`src/rtl/approx_add_arbiter.sv`:
```
// Round-robin arbiter sharing one approximate adder between NUM_REQ requesters.
// The result register is tagged with the winning requester ID and counts completed handshakes.

module approx_add_core #(
  parameter int ADDER_LENGTH   = 16,
  parameter int IMPRECISE_PART = 8,
  localparam int HI_W          = ADDER_LENGTH - IMPRECISE_PART
) (
  input  logic [HI_W-1:0]           a_hi,
  input  logic                      a_round,
  input  logic [ADDER_LENGTH-1:0]   b,
  output logic [ADDER_LENGTH:0]     sum
);

  logic [HI_W:0] carry;

  // The top bit of A's discarded low part is folded in as the carry-in.
  assign carry[0] = a_round;

  for (genvar i = 0; i < HI_W; i++) begin : g_fa
    logic p;
    assign p          = a_hi[i] ^ b[IMPRECISE_PART+i];
    assign sum[IMPRECISE_PART+i] = p ^ carry[i];
    assign carry[i+1] = (a_hi[i] & b[IMPRECISE_PART+i]) | (carry[i] & p);
  end

  assign sum[ADDER_LENGTH]           = carry[HI_W];
  assign sum[IMPRECISE_PART-1:0]     = b[IMPRECISE_PART-1:0];

endmodule

module approx_add_rr_pick #(
  parameter int NUM_REQ = 4,
  parameter int ID_W    = $clog2(NUM_REQ)
) (
  input  logic [NUM_REQ-1:0] req_valid,
  input  logic [ID_W-1:0]    rr_ptr,
  input  logic               enable,
  output logic [NUM_REQ-1:0] grant,
  output logic [ID_W-1:0]    grant_idx,
  output logic               grant_any
);

  int scan_idx;

  // Scan from the slot after the last winner, wrapping around.
  always_comb begin
    grant     = '0;
    grant_idx = '0;
    grant_any = 1'b0;
    scan_idx  = 0;
    for (int k = 1; k <= NUM_REQ; k++) begin
      scan_idx = int'(rr_ptr) + k;
      if (scan_idx >= NUM_REQ) scan_idx = scan_idx - NUM_REQ;
      if (enable && !grant_any && req_valid[scan_idx]) begin
        grant_any        = 1'b1;
        grant[scan_idx]  = 1'b1;
        grant_idx        = ID_W'(scan_idx);
      end
    end
  end

endmodule

module approx_add_arbiter #(
  parameter int NUM_REQ        = 4,
  parameter int ADDER_LENGTH   = 16,
  parameter int IMPRECISE_PART = 8,
  parameter int ID_W           = $clog2(NUM_REQ)
) (
  input  logic                              clk,
  input  logic                              rst_n,
  input  logic [NUM_REQ-1:0]                req_valid,
  output logic [NUM_REQ-1:0]                req_ready,
  input  logic [NUM_REQ*ADDER_LENGTH-1:0]   req_a,
  input  logic [NUM_REQ*ADDER_LENGTH-1:0]   req_b,
  output logic                              res_valid,
  input  logic                              res_ready,
  output logic [ADDER_LENGTH:0]             res_sum,
  output logic [ID_W-1:0]                   res_id,
  output logic [15:0]                       txn_count
);

  localparam int HI_W = ADDER_LENGTH - IMPRECISE_PART;

  logic                    can_accept;
  logic                    arb_en;
  logic [NUM_REQ-1:0]      grant;
  logic [ID_W-1:0]         grant_idx;
  logic                    grant_any;
  logic [ID_W-1:0]         rr_ptr;
  logic [HI_W-1:0]         op_a_hi;
  logic                    op_a_round;
  logic [ADDER_LENGTH-1:0] op_b;
  logic [ADDER_LENGTH:0]   sum_next;
  logic                    xfer;
  logic                    drain;

  assign can_accept = !res_valid || res_ready;
  // Gating with rst_n keeps req_ready low for the whole time reset is held.
  assign arb_en     = can_accept && rst_n;

  approx_add_rr_pick #(
    .NUM_REQ (NUM_REQ),
    .ID_W    (ID_W)
  ) u_pick (
    .req_valid (req_valid),
    .rr_ptr    (rr_ptr),
    .enable    (arb_en),
    .grant     (grant),
    .grant_idx (grant_idx),
    .grant_any (grant_any)
  );

  assign req_ready = grant;
  assign xfer      = grant_any;
  assign drain     = res_valid && res_ready;

  always_comb begin
    op_a_hi    = req_a[int'(grant_idx)*ADDER_LENGTH + IMPRECISE_PART +: HI_W];
    op_a_round = req_a[int'(grant_idx)*ADDER_LENGTH + IMPRECISE_PART - 1];
    op_b       = req_b[int'(grant_idx)*ADDER_LENGTH +: ADDER_LENGTH];
  end

  approx_add_core #(
    .ADDER_LENGTH   (ADDER_LENGTH),
    .IMPRECISE_PART (IMPRECISE_PART)
  ) u_add (
    .a_hi    (op_a_hi),
    .a_round (op_a_round),
    .b       (op_b),
    .sum     (sum_next)
  );

  always_ff @(posedge clk or negedge rst_n) begin
    if (!rst_n) begin
      res_valid <= 1'b0;
      res_sum   <= '0;
      res_id    <= '0;
      rr_ptr    <= ID_W'(NUM_REQ - 1);
    end else if (xfer) begin
      res_valid <= 1'b1;
      res_sum   <= sum_next;
      res_id    <= grant_idx;
      rr_ptr    <= grant_idx;
    end else if (drain) begin
      res_valid <= 1'b0;
    end
  end

  always_ff @(posedge clk or negedge rst_n) begin
    if (!rst_n) begin
      txn_count <= '0;
    end else if (drain) begin
      txn_count <= txn_count + 16'd1;
    end
  end

endmodule

```
`config.mk`:
```
export PLATFORM = sky130hd
export DESIGN_NAME = approx_add_arbiter
export DESIGN_NICKNAME = d
export VERILOG_FILES = /design/src/rtl/approx_add_arbiter.sv
export SDC_FILE = /design/constraint.sdc
export NUM_CORES = 1
export LEC_CHECK = 0
export CAP_MARGIN = 20
export CORE_MARGIN = 2
export CORE_UTILIZATION = 28
export CTS_CLUSTER_SIZE = 40
export DETAILED_ROUTE_END_ITERATION = 8
export GPL_ROUTABILITY_DRIVEN = 0
export HOLD_SLACK_MARGIN = 0.12
export PLACE_DENSITY_LB_ADDON = 0.3
export SYNTH_ARGS = -nofsm -noshare
export SYNTH_HDL_FRONTEND = slang
export SYNTH_HIERARCHICAL = 1
export SYNTH_SLANG_ARGS = --single-unit
```
`constraint.sdc`:
```
create_clock -name clk -period 11.4 [get_ports clk]
set_clock_uncertainty 0.15 [all_clocks]
set_input_delay 2.28 -clock clk [delete_from_list [all_inputs] [get_ports clk]]
set_output_delay 2.28 -clock clk [all_outputs]
set_load 0.01 [all_outputs]
```
# Word level (Yosys, flattened, before mapping)
# Cells that the tools add are included.
dict set report totals {
  ff_bits 38
  latch_bits 0
  ramBits 0
  rom_bits 0
  output_inout_bits 40
  wordCells 134
  n_memories 0
}
dict set report classes {
  n_addsub 11
  n_mul 0
  n_div 0
  n_lt_le_gt_ge 13
  eq_ne 0
  shifts 2
  muxes 41
  n_bitwise 43
  n_reduce_logical 19
}
# operator n
set ops {}
lappend ops {{greater-or-equal comparator 32 x 1 -> 1 bit (second input constant)} 4}
lappend ops {{greater-or-equal comparator 32 x 4 -> 1 bit (second input constant)} 4}
lappend ops {{< comparator 32 x 4 -> 1 bit (second input constant)} 4}
lappend ops {{2-to-1 mux 32 bit} 4}
lappend ops {{subtractor 32 x 4 -> 32 bit (second input constant)} 4}
lappend ops {{variable part select 64 x 32 -> 8 bit} 1}
lappend ops {{variable part select 64 x 7 -> 16 bit} 1}
lappend ops {{2-to-1 mux 1 bit} 20}
lappend ops {{adder 16 x 1 -> 16 bit (second input constant)} 1}
lappend ops {{AND 1 bit} 16}
lappend ops {{2-to-1 mux 4 bit} 4}
lappend ops {{XOR 1 bit} 16}
lappend ops {{logical AND 1 bit} 13}
lappend ops {{bitwise OR 4 bit} 3}
lappend ops {{binary-select mux 1 bit (select 2 bit)} 4}
lappend ops {{demux 1 bit (select 2 bit)} 4}
lappend ops {{< comparator 8 bit (second input constant)} 1}
lappend ops {{2-to-1 mux 2 bit} 4}
lappend ops {{bitwise OR 1 bit} 8}
lappend ops {{subtractor 7 x 1 -> 8 bit (second input constant)} 1}
lappend ops {{adder 6 x 4 -> 7 bit (second input constant)} 1}
lappend ops {{adder 2 x 2 -> 3 bit (second input constant)} 2}
lappend ops {{binary-select mux 1 bit (select 6 bit)} 1}
lappend ops {{adder 2 x 3 -> 4 bit (second input constant)} 1}
lappend ops {{4 further kinds} 7}

# Depth between registers and ports, before layout
dict set report logic_depth {
  depth_word 41
  depth_mapped 24
  depth_no_buf 20
}

# By module
# The synthesis kept the hierarchy.
# mod n_inst cells_per_inst area_each_um2
set by_module_without_submodules {}
lappend by_module_without_submodules {approx_add_arbiter 1 147 2127.0}
lappend by_module_without_submodules {approx_add_rr_pick 1 58 515.5}
lappend by_module_without_submodules {approx_add_core 1 26 257.7}

# Worst setup path after synthesis
# OpenSTA, ideal clock, no wires.
dict set report synth_path {
  path_type {input port to flip-flop}
  start {input req_valid[2]}
  end {register res_sum[15]}
  setup_ns 0.064
  arrival_time_ns 7.573
  required_ns 11.186
  path_slack_ns 3.613
  path_stages 20
  path_cell_list {mux4_2 or3_4 o2bb2ai_2 a2bb2oi_2 buf_2 buf_1 mux4_2 fa_1 inv_1 fa_1 inv_1 fa_1 fa_1 fa_1 fa_1 fa_1 inv_1 fa_1 inv_1 mux2_2}
}
dict set report synth_via {
  elab_cells_between_ends 67
  cone_classes {add/sub (2); shift (2); mux (23); bitwise (30); reduce/logical (10)}
}
# element line
set synth_lines {}
lappend synth_lines {{start, declared} 73} ;# input logic [NUM_REQ-1:0] req_valid,
lappend synth_lines {{binary-select mux 1 bit (select 2 bit)} 55} ;# if (enable && !grant_any && req_valid[scan_idx]) begin
lappend synth_lines {{2-to-1 mux 1 bit (not written as such) (2 in series)} 55}
lappend synth_lines {{logical AND 1 bit} 55}
lappend synth_lines {{2-to-1 mux 1 bit} 55}
lappend synth_lines {{logical NOT 1 bit} 55}
lappend synth_lines {{logical AND 1 bit (2 in series)} 55}
lappend synth_lines {{2-to-1 mux 1 bit} 55}
lappend synth_lines {{logical NOT 1 bit} 55}
lappend synth_lines {{[7 not listed]} -}
lappend synth_lines {{via grant_idx[1]} 89} ;# logic [ID_W-1:0] grant_idx;
lappend synth_lines {{[1 not listed]} -}
lappend synth_lines {{via op_b[8]} 94} ;# logic [ADDER_LENGTH-1:0] op_b;
lappend synth_lines {{[9 not listed]} -}
lappend synth_lines {{AND 1 bit (*)} 24} ;# assign carry[i+1] = (a_hi[i] & b[IMPRECISE_PART+i]) | (carry[i] & p);
lappend synth_lines {{bitwise OR 1 bit (*)} 24}
lappend synth_lines {{AND 1 bit (*)} 24}
lappend synth_lines {{bitwise OR 1 bit (*)} 24}
lappend synth_lines {{AND 1 bit (*)} 24}
lappend synth_lines {{bitwise OR 1 bit (*)} 24}
lappend synth_lines {{XOR 1 bit (*)} 23} ;# assign sum[IMPRECISE_PART+i] = p ^ carry[i];
lappend synth_lines {{via sum_next[15]} 95} ;# logic [ADDER_LENGTH:0] sum_next;
lappend synth_lines {{end signal, assigned} 143} ;# res_sum <= sum_next;
lappend synth_lines {{end, declared} 79} ;# output logic [ADDER_LENGTH:0] res_sum,
# Mark *: on every way through the listed nets, which the timed path passes. The rest lies on a longest branch. The select of a mux whose other input is x is not followed.
# A chain may end at the register's enable or synchronous reset.

# Final worst setup path
dict set report layout_path {
  start {input rst_n}
  end {register res_sum[15]}
}
dict set report layout_via {
  elab_cells_between_ends 56
  cone_classes {add/sub (2); shift (2); mux (11); bitwise (30); reduce/logical (11)}
}
# element line
set layout_lines {}
lappend layout_lines {{start, declared} 72} ;# input logic rst_n,
lappend layout_lines {{logical AND 1 bit (*)} 101} ;# assign arb_en = can_accept && rst_n;
lappend layout_lines {{via arb_en} 87} ;# logic arb_en;
lappend layout_lines {{logical AND 1 bit} 55}
lappend layout_lines {{2-to-1 mux 1 bit} 55}
lappend layout_lines {{logical NOT 1 bit} 55}
lappend layout_lines {{logical AND 1 bit (2 in series)} 55}
lappend layout_lines {{2-to-1 mux 1 bit} 55}
lappend layout_lines {{logical NOT 1 bit} 55}
lappend layout_lines {{[7 not listed]} -}
lappend layout_lines {{via grant_idx[1]} 89}
lappend layout_lines {{[1 not listed]} -}
lappend layout_lines {{via op_b[8]} 94}
lappend layout_lines {{[9 not listed]} -}
lappend layout_lines {{AND 1 bit (*)} 24}
lappend layout_lines {{bitwise OR 1 bit (*)} 24}
lappend layout_lines {{AND 1 bit (*)} 24}
lappend layout_lines {{bitwise OR 1 bit (*)} 24}
lappend layout_lines {{AND 1 bit (*)} 24}
lappend layout_lines {{bitwise OR 1 bit (*)} 24}
lappend layout_lines {{XOR 1 bit (*)} 23}
lappend layout_lines {{via sum_next[15]} 95}
# Marked as above.

==> metrics.txt <==
setup violators final 0; post-DP HPWL 5800 um; commonest non-fill, non-tap cell in the layout clkdlybuf4s50_1; total CTS buffers 5; Starting Density 28.5%; Via density around 4.6; Final min period 8.46 ns; Fillers 982; area grow syn2layout 55.0%; CTS tree yes; ys async rst share 100%; DRC violations left 0; Die Ht 106 um; commonest non-fill, non-tap cells in the layout 145 x clkdlybuf4s50_1, 36 x dfrtp_1, 28 x mux4_2, 19 x mux2_2, 19 x inv_1; Slew @ Worst Pin 0.970 ns; cells along the critical path buf_2 -> and2_1 -> inv_1 -> nor4b_2 -> o2bb2ai_2 -> a2bb2oi_2 -> buf_4 -> mux4_2 -> fa_1 -> inv_1 -> fa_1 -> inv_1 -> fa_1 -> fa_1 -> fa_1 -> fa_1 -> fa_1 -> inv_1 -> fa_1 -> inv_1 -> mux2_2; Synth area leader dfrtp_1; port bufs 146; Reg area 953 um^2; Core Area 10200 um^2; Synth Instances 231; synth top area cells dfrtp_1 31%, mux4_2 22%, mux2_2 7.4%, fa_1 5.5%, ha_1 3.5%; clk_lat worst skew 0.28 ns; die area 11200 um^2; initial drt markers 35; final number of hold-violating endpoints 0; max incr delay on CP 0.65 ns; headroom to the max-slew limit approximately 35%; Critical Path End Type register; share of layout cells above drive strength 1 a little under a fifth; peak supply drop 0.0867 mV; wirelength, routed 7080 um; vias 2310; Leak 0.00174 uW; PwrDens 217 nW/um^2; overflow left after global routing 0; syn_nets roughly 380; Synth Warn # 6; TNS Setup 0 ns; Slowest cell on crit path buf_2; status finished, final reports clean; Clock Path Buffers 2; site row count 37; RSZ-0062 raised after global routing no; clk root buf clkbuf_8; fmax 118 MHz; synth unique cells 42; Hold Buf Count CTS 0; Syn Area/Cell between 10 and 15 um^2; global-route wire length before repair 12000 um; share of the synthesized area in the top cell type 31.1%; antenna cells 0; drt wl/cell 14.1 um; Setup CP Type in2reg; Setup Fix Bufs, Post-CTS 0; H-tree levels 2; Main synth FF type dfrtp_1; I/O pin count 175; Layout Nets slightly above 500; First-pass DRT Iterations 6; CTS clk-pin slew, worst paths 0.08 ns; Multi-input gate area 1750 um^2; period utilisation layout ~74%; clock sink total 38; Worst Path Arrival 8.54 ns; Yosys reg bits 38; Startpoint Class primary input; Cell Area, Synth 2900 um^2; Worst path most repeated cell fa_1; Power Total 974 uW; crit-path max FO 39; number of flops mapped to enable cells by yosys 0; Routed Antenna Nets 0; pin count of the biggest net entering global routing 40; sequential-to-total area share from yosys stat 32.9%; GR Util All Layers 13.3%; initial antenna violation count 0; chip width 106 um; post-CTS sizing 0; vias in the first global route 2583; Max-Cap Viols 0; hold crit path type reg2reg; critical path required time 11.48 ns; final slew viol count 0
==> critical path, delay by kind of cell <==
family	cells	cell delay [ns]
adder cells (fa/ha/maj)	8	2.91
buffers and inverters	7	1.40
AND/OR/NAND/NOR	2	0.92
AO/OA/AOI/OAI	2	0.51
multiplexers	2	0.50
==> worst paths after layout <==
check                           cells after the start  slack (ns)     startpoint             to
worst max-delay path                               21        2.94          rst_n    res_sum[15]
worst min-delay path                                1        0.33  txn_count[15]  txn_count[15]
worst max register to register                     21        4.26      rr_ptr[0]    res_sum[15]
worst min register to register                      1        0.33  txn_count[15]  txn_count[15]
max in group asynchronous                           1        8.61          rst_n     res_sum[5]
min in group asynchronous                           1        1.95          rst_n   txn_count[9]
==> cells in the mapped netlist, types with 3 or more instances <==
cell,n
nor2_1,8
nand2_1,9
dfrtp_1,36
xnor2_1,9
a21oi_1,3
fa_1,8
ha_1,8
inv_1,19
mux2_2,19
nand4_1,5
clkbuf_1,6
buf_4,10
nand3_1,3
mux4_2,28
a22o_1,4
buf_2,3
xor2_1,6
o31ai_1,3
nor2b_1,4
and2_1,6
nand2b_1,3
o21ai_0,4
a221o_1,4
==> metrics by stage <==
step	hold slack [ns]	area (um^2)	util (%)	cells	setup WS [ns]
final	0.332	4500	44.2	501	2.94
after global routing	0.375	4500	44.2	501	2.40
after CTS	0.335	4500	44.2	501	2.83
after detailed placement	0.320	4410	43.3	493	2.52
after global placement	0.312	4410	43.3	493	2.50
after floorplan	0.332	2900	-	231	3.61
==> cell families (layout without fill, tap and decap cells) <==
| family | count (synthesis) | count (layout) | share of synthesized area (%) |
|---|---|---|---|
| compound gates | 23 | 23 | 6.43 |
| xor+xnor | 15 | 15 | 4.53 |
| buf+inv | 41 | 175 | 7.25 |
| simple gates | 50 | 50 | 10.5 |
| fa+ha+maj | 16 | 16 | 8.97 |
| mux | 48 | 48 | 29.5 |
| flops | 38 | 38 | 32.9 |
==> where the power goes <==
part	switching (uW)	internal (uW)	leakage (uW)	total, uW
Combinational	274	369	0.00122	643
Sequential	50.9	190	0.000472	241
Clock	47.5	42.4	0.0000450	89.9
==> sequential cells by signal, summed over array words and instances (netlist names) <==
name       count
res_sum       17
rr_ptr         2
res_id         2
txn_count     16
res_valid      1
==> area by class of cell <==
class | instances | area share [%]
multi-input cells | 152 | 38.9
well taps | 136 | 3.78
flip-flops and latches | 38 | 21.2
inverters | 19 | 1.59
clock buffers | 6 | 1.61
clock inverters | 2 | 0.223
repair buffers | 148 | 32.7
==> per-layer routing <==
layer | wire length [um] | global-route usage [%] | vias up
li1 | - | - | 1101
met1 | 2860 | 15.6 | 1123
met2 | 3800 | 25.0 | 82
met3 | 364 | 2.47 | 4
met4 | 59 | 3.29 | 0
met5 | 0 | 0 | -
Power figures use the tool's default switching activity.
